### config.mk
export PLATFORM = sky130hd
export DESIGN_NAME = branch_predict_unit
export DESIGN_NICKNAME = d
export VERILOG_FILES = /design/src/rtl/rv32_pkg.sv /design/src/rtl/branch_predict_unit_cmp.sv /design/src/rtl/branch_predict_unit.sv
export SDC_FILE = /design/constraint.sdc
export NUM_CORES = 2
export LEC_CHECK = 0
export CAP_MARGIN = 20
export CORE_ASPECT_RATIO = 1.2
export CORE_UTILIZATION = 40
export CTS_BUF_LIST = sky130_fd_sc_hd__clkbuf_8 sky130_fd_sc_hd__clkbuf_16
export DETAILED_ROUTE_END_ITERATION = 8
export DONT_BUFFER_PORTS = 1
export SETUP_SLACK_MARGIN = 0.5
export SYNTH_ARGS = -nofsm -noshare
export SYNTH_HDL_FRONTEND = slang
export SYNTH_SLANG_ARGS = --single-unit
### constraint.sdc
create_clock -name clk -period 5.1 [get_ports clk]
set_clock_uncertainty 0.15 [all_clocks]
set_input_delay 0.51 -clock clk [delete_from_list [all_inputs] [get_ports clk]]
set_output_delay 0.51 -clock clk [all_outputs]
set_load 0.02 [all_outputs]
### src/rtl/rv32_pkg.sv
// rv32_pkg: shared RV32 opcode, branch funct3 and forwarding-select encodings.
package rv32_pkg;
  localparam logic [6:0] OPC_BRANCH = 7'b1100011;
  localparam logic [2:0] F3_BEQ  = 3'b000;
  localparam logic [2:0] F3_BNE  = 3'b001;
  localparam logic [2:0] F3_BLT  = 3'b100;
  localparam logic [2:0] F3_BGE  = 3'b101;
  localparam logic [2:0] F3_BLTU = 3'b110;
  localparam logic [2:0] F3_BGEU = 3'b111;
  localparam logic [1:0] FWD_NONE = 2'd0;
  localparam logic [1:0] FWD_RS1  = 2'd1;
  localparam logic [1:0] FWD_RS2  = 2'd2;
  localparam logic [1:0] FWD_BOTH = 2'd3;
endpackage

### src/rtl/branch_predict_unit_cmp.sv
// branch_cmp: evaluates the six RV32 branch conditions; flags funct3 010/011 as illegal.
module branch_cmp
  import rv32_pkg::*;
#(
  parameter int XLEN = 32
) (
  input  logic [XLEN-1:0] a_i,
  input  logic [XLEN-1:0] b_i,
  input  logic [2:0]      funct3_i,
  output logic            taken_o,
  output logic            legal_o
);
  always_comb begin
    taken_o = 1'b0;
    legal_o = 1'b1;
    case (funct3_i)
      F3_BEQ:  taken_o = a_i == b_i;
      F3_BNE:  taken_o = a_i != b_i;
      F3_BLT:  taken_o = $signed(a_i) < $signed(b_i);
      F3_BGE:  taken_o = $signed(a_i) >= $signed(b_i);
      F3_BLTU: taken_o = a_i < b_i;
      F3_BGEU: taken_o = a_i >= b_i;
      default: legal_o = 1'b0;
    endcase
  end
endmodule

### src/rtl/branch_predict_unit.sv
// branch_predict_unit: direct-mapped BHT + target buffer looked up in IF, resolved in EX,
// with single-pulse redirect/flush guarded by a registered shadow-kill.
module branch_predict_unit
  import rv32_pkg::*;
#(
  parameter int XLEN        = 32,
  parameter int BHT_ENTRIES = 64,
  parameter int CTR_BITS    = 2,
  parameter int CNT_W       = 16
) (
  input  logic             clk,
  input  logic             rst,
  input  logic [XLEN-1:0]  if_pc,
  output logic             if_pred_taken,
  output logic [XLEN-1:0]  if_pred_target,
  input  logic             ex_valid,
  input  logic [31:0]      ex_instr,
  input  logic [XLEN-1:0]  ex_pc,
  input  logic [XLEN-1:0]  ex_target,
  input  logic             ex_pred_taken,
  input  logic [XLEN-1:0]  ex_pred_target,
  input  logic [XLEN-1:0]  rs1,
  input  logic [XLEN-1:0]  rs2,
  input  logic [XLEN-1:0]  alu_fb,
  input  logic [1:0]       fwd_sel,
  output logic             redirect,
  output logic [XLEN-1:0]  redirect_pc,
  output logic             flushF,
  output logic             flushD,
  output logic [CNT_W-1:0] br_count,
  output logic [CNT_W-1:0] miss_count
);
  localparam int IDXW = $clog2(BHT_ENTRIES);
  localparam logic [CTR_BITS-1:0] CTR_MAX = '1;
  localparam logic [CTR_BITS-1:0] CTR_WT  = CTR_BITS'(1) << (CTR_BITS - 1);
  localparam logic [CTR_BITS-1:0] CTR_WN  = CTR_WT - 1'b1;
  logic                valid_q [BHT_ENTRIES];
  logic [CTR_BITS-1:0] ctr_q   [BHT_ENTRIES];
  logic [XLEN-1:0]     tgt_q   [BHT_ENTRIES];
  logic                kill_q, kill_d;
  logic [CNT_W-1:0]    br_cnt_q, br_cnt_d, miss_cnt_q, miss_cnt_d;
  logic [CTR_BITS-1:0] ctr_d;
  logic [IDXW-1:0]     if_idx, ex_idx;
  logic [XLEN-1:0]     op_a, op_b;
  logic                taken, legal, is_br, upd, mispredict;
  logic                unused_bits;
  assign if_idx = if_pc[IDXW+1:2];
  assign ex_idx = ex_pc[IDXW+1:2];
  assign op_a   = (fwd_sel == FWD_RS1 || fwd_sel == FWD_BOTH) ? alu_fb : rs1;
  assign op_b   = (fwd_sel == FWD_RS2 || fwd_sel == FWD_BOTH) ? alu_fb : rs2;
  branch_cmp #(.XLEN(XLEN)) u_cmp (
    .a_i      (op_a),
    .b_i      (op_b),
    .funct3_i (ex_instr[14:12]),
    .taken_o  (taken),
    .legal_o  (legal)
  );
  // Lookup reads the registered table, so a same-cycle update is seen only next cycle.
  always_comb begin
    if_pred_taken  = !rst && valid_q[if_idx] && ctr_q[if_idx][CTR_BITS-1];
    if_pred_target = (!rst && valid_q[if_idx]) ? tgt_q[if_idx] : '0;
    is_br          = !rst && ex_valid && !kill_q && ex_instr[6:0] == OPC_BRANCH;
    upd            = is_br && legal;
    mispredict     = taken ? (!ex_pred_taken || ex_pred_target != ex_target) : ex_pred_taken;
    redirect       = upd && mispredict;
    redirect_pc    = !redirect ? '0 : taken ? ex_target : ex_pc + XLEN'(4);
    ctr_d          = !valid_q[ex_idx] ? (taken ? CTR_WT : CTR_WN)
                   : taken ? (ctr_q[ex_idx] == CTR_MAX ? CTR_MAX : ctr_q[ex_idx] + 1'b1)
                   : (ctr_q[ex_idx] == '0 ? '0 : ctr_q[ex_idx] - 1'b1);
    kill_d         = redirect;
    br_cnt_d       = (upd && br_cnt_q != '1) ? br_cnt_q + 1'b1 : br_cnt_q;
    miss_cnt_d     = (redirect && miss_cnt_q != '1) ? miss_cnt_q + 1'b1 : miss_cnt_q;
  end
  assign flushF      = redirect;
  assign flushD      = redirect;
  assign br_count    = br_cnt_q;
  assign miss_count  = miss_cnt_q;
  assign unused_bits = ^{if_pc[XLEN-1:IDXW+2], if_pc[1:0], ex_instr[31:15], ex_instr[11:7]};
  always_ff @(posedge clk) begin
    if (rst) begin
      for (int i = 0; i < BHT_ENTRIES; i++) begin
        valid_q[i] <= 1'b0;
        ctr_q[i]   <= '0;
        tgt_q[i]   <= '0;
      end
      kill_q     <= 1'b0;
      br_cnt_q   <= '0;
      miss_cnt_q <= '0;
    end else begin
      if (upd) begin
        valid_q[ex_idx] <= 1'b1;
        ctr_q[ex_idx]   <= ctr_d;
        if (taken) tgt_q[ex_idx] <= ex_target;
      end
      kill_q     <= kill_d;
      br_cnt_q   <= br_cnt_d;
      miss_cnt_q <= miss_cnt_d;
    end
  end
endmodule

==> results.json <==
{
  "status": "finished, final reports clean",
  "hold_viol": 0,
  "antenna_found_initial": 23,
  "cpMaxStageDelayCell": "mux4_2",
  "worstMarginPinSlew_ns": 1.19,
  "ys_seq_area_frac": 0.633,
  "total_power_w": 0.0413,
  "die_h_um": 567,
  "synth_nets": 7443,
  "gp_routability_congestion": 0.856,
  "port_buffers": 0,
  "fp.dieArea_um2": 268000,
  "cts_tree": "yes",
  "async_flop_share": 0,
  "grt.total_usage": 0.230,
  "dp_hpwl_um": 187000,
  "h-tree-depth": 4,
  "clk_pin_slew_ns": 0.06,
  "crit_chain": "mux4_2 -> mux4_2 -> nor2b_1 -> a211oi_1 -> a211o_1 -> buf_4 -> nor2b_1 -> buf_4",
  "wl_met2_um": 161000,
  "cp.required_ns": 4.44,
  "clk_latency_ns": 0.84,
  "hold_path_class": "in -> reg",
  "drtIter0Drc": 6545,
  "overflow": 0,
  "ant_nets": 0,
  "vias_per_cell": 5.94,
  "maxCapViolCount": 0,
  "num_io_pins": 362,
  "finalCoreUtilization": 0.452,
  "drc": 0,
  "num-fill-cells": 23104,
  "drive_above_1_share": 0.220,
  "yosysTopAreaCell": "edfxtp_1",
  "ys_ff_latch": 2273,
  "slew_headroom": 0.201,
  "cts_sinks": 2273,
  "holdWs_ns": 0.0555,
  "worst_setup_path_end_kind": "output port",
  "wl_met3_um": 25000,
  "grt_first_pass_wirelength_um": 452000,
  "initial_core_util": 0.402,
  "drv_slew": 0,
  "num_vias": 63361,
  "grt_max_degree": 545,
  "root_buffer": "clkbuf_16",
  "p_per_area_nw_per_um2": 345,
  "syn2layout_area_growth_pct": 12.4,
  "path_class": "reg -> out",
  "finalWorstSetupSlack_ns": 0.475,
  "synth_top_area_frac": 0.614,
  "top_layer": "met5",
  "nets": 7221,
  "synth_area_leaders": "edfxtp_1 61%, mux4_2 15%, and3_1 7.6%",
  "ys.flop_type": "edfxtp_1",
  "setup_viol_count_final": 0,
  "m1WireLength_um": 120000,
  "grt_pass1_vias": 63293,
  "fp.dieW_um": 473,
  "min_period_ns": 4.62,
  "yosysWarnings": 0,
  "crit_path_max_incr_delay_ns": 0.48,
  "syn_area_um2": 106000,
  "synth-edff-count": 2176,
  "synth_cells": 7146,
  "worstPathArrival_ns": 3.96,
  "rows": 207,
  "routed_wl_um": 320000,
  "synthTopCellsByCount": "2,176 x edfxtp_1, 1,285 x and3_1, 711 x mux4_2, 706 x nor2_1, 662 x clkbuf_1",
  "fin_setup_tns_ns": 0,
  "fmax_mhz": 216,
  "clockBufferDepth": 4,
  "firstDrtPassIters": 6,
  "critPathLaunchType": "flip-flop",
  "synthDistinctLibCells": 74,
  "core_um2": 265000,
  "path_max_fanout": 33,
  "avgSynthCellArea_um2": 14.9,
  "post-place-ws_ns": 0.219,
  "post-route-period-util": 0.907,
  "vdd_drop_max_v": 0.000284,
  "yosys.cell_count.top_type": "edfxtp_1",
  "p_leak_nw": 44.2,
  "cts-buffers-inserted": 223,
  "wire_per_inst_um": 30.0,
  "grt_setup_unrepaired": "false"
}
==> placed cells by master, fill, tap and decap left out, types with 28 or more instances in the layout <==
| master | instances |
|---|---|
| nand3_1 | 30 |
| a22oi_1 | 44 |
| o21ai_0 | 71 |
| ha_1 | 32 |
| dfxtp_1 | 97 |
| edfxtp_1 | 2176 |
| nor2_2 | 48 |
| nor2_1 | 658 |
| inv_1 | 143 |
| a21o_4 | 30 |
| and2_1 | 327 |
| mux2i_1 | 40 |
| dlygate4sd3_1 | 53 |
| and3_1 | 1285 |
| a21oi_1 | 31 |
| clkbuf_16 | 234 |
| xnor2_1 | 41 |
| clkinv_1 | 49 |
| nand2_1 | 117 |
| clkinv_2 | 33 |
| nor2b_1 | 45 |
| nand2b_1 | 71 |
| o22ai_1 | 28 |
| mux2_2 | 42 |
| buf_4 | 222 |
| buf_12 | 79 |
| xor2_1 | 30 |
| mux4_2 | 711 |
==> per-stage QoR <==
stage | cell area (um2) | std cells
detailed placement | 111000 | 10139
CTS | 119000 | 10616
global placement | 111000 | 10138
finish | 120000 | 10661
floorplan | 107000 | 7146
global route | 120000 | 10656
==> cell families after synthesis <==
logic type,count (synthesis),synth area share
adders and majority gates,35,0.00412
AOI/OAI and AO/OA,329,0.0221
and+or+nand+nor,2726,0.142
xor gates and xnor gates,73,0.00601
DFF,2273,0.633
muxes,795,0.159
buffers and inverters,915,0.0342
==> report_power, final <==
group / leakage [nW] / total, W / internal (W) / switching [W]
logic: 19.2 / 0.00421 / 0.00158 / 0.00263
clock network: 3.54 / 0.0156 / 0.00856 / 0.00705
registers: 21.5 / 0.0215 / 0.0212 / 0.000222
total: 44.2 / 0.0413 / 0.0314 / 0.00989
==> what timing repair did <==
action,in CTS,in global routing
resized for setup,25,15
cloned,0,13
buffers inserted,3,10
hold buffers,79,0
pin swaps,3,12
endpoints found under the setup margin,29,62
endpoints found under the hold margin,1870,0
==> final cells by class <==
cell class                 instances  area (um2)  share of cell area
tap                             3553        4450              0.0372
timing repair buffer             389        4660              0.0389
clock buffer                     225        5610              0.0469
clock inverter                   170        1090             0.00910
sequential                      2273       67300               0.563
antenna                           14        35.0            0.000293
inverter                          79         297             0.00248
multi-input combinational       3958       36200               0.302
==> critical path: cells and delay by family, from the launching register on <==
kind | cells | cell delay (ns)
multiplexers | 2 | 0.96
flip-flops | 1 | 0.34
buffers and inverters | 2 | 0.67
AO/OA/AOI/OAI | 2 | 0.64
AND/OR/NAND/NOR | 2 | 0.50
==> final timing paths <==
check,to,slack [ns],cells after the start,start
max,if_pred_target[26],0.48,8,valid_q[19]
min reg2reg,valid_q[44],0.34,2,valid_q[44]
min,br_count[8],0.06,2,rst
max reg2reg,tgt_q[61][17],1.47,10,kill_q
==> state kept, by name, summed over array words and instances (netlist names) <==
| name | count |
|---|---|
| tgt_q | 2048 |
| ctr_q | 128 |
| valid_q | 64 |
| br_count | 16 |
| miss_count | 16 |
| kill_q | 1 |
==> per-layer routing <==
metal / vias up / track usage
li1: 26905 / -
met1: 33237 / 0.295
met2: 2763 / 0.390
met3: 452 / 0.0349
met4: 4 / 0.0903
met5: - / 0
Power figures use the tool's default switching activity.
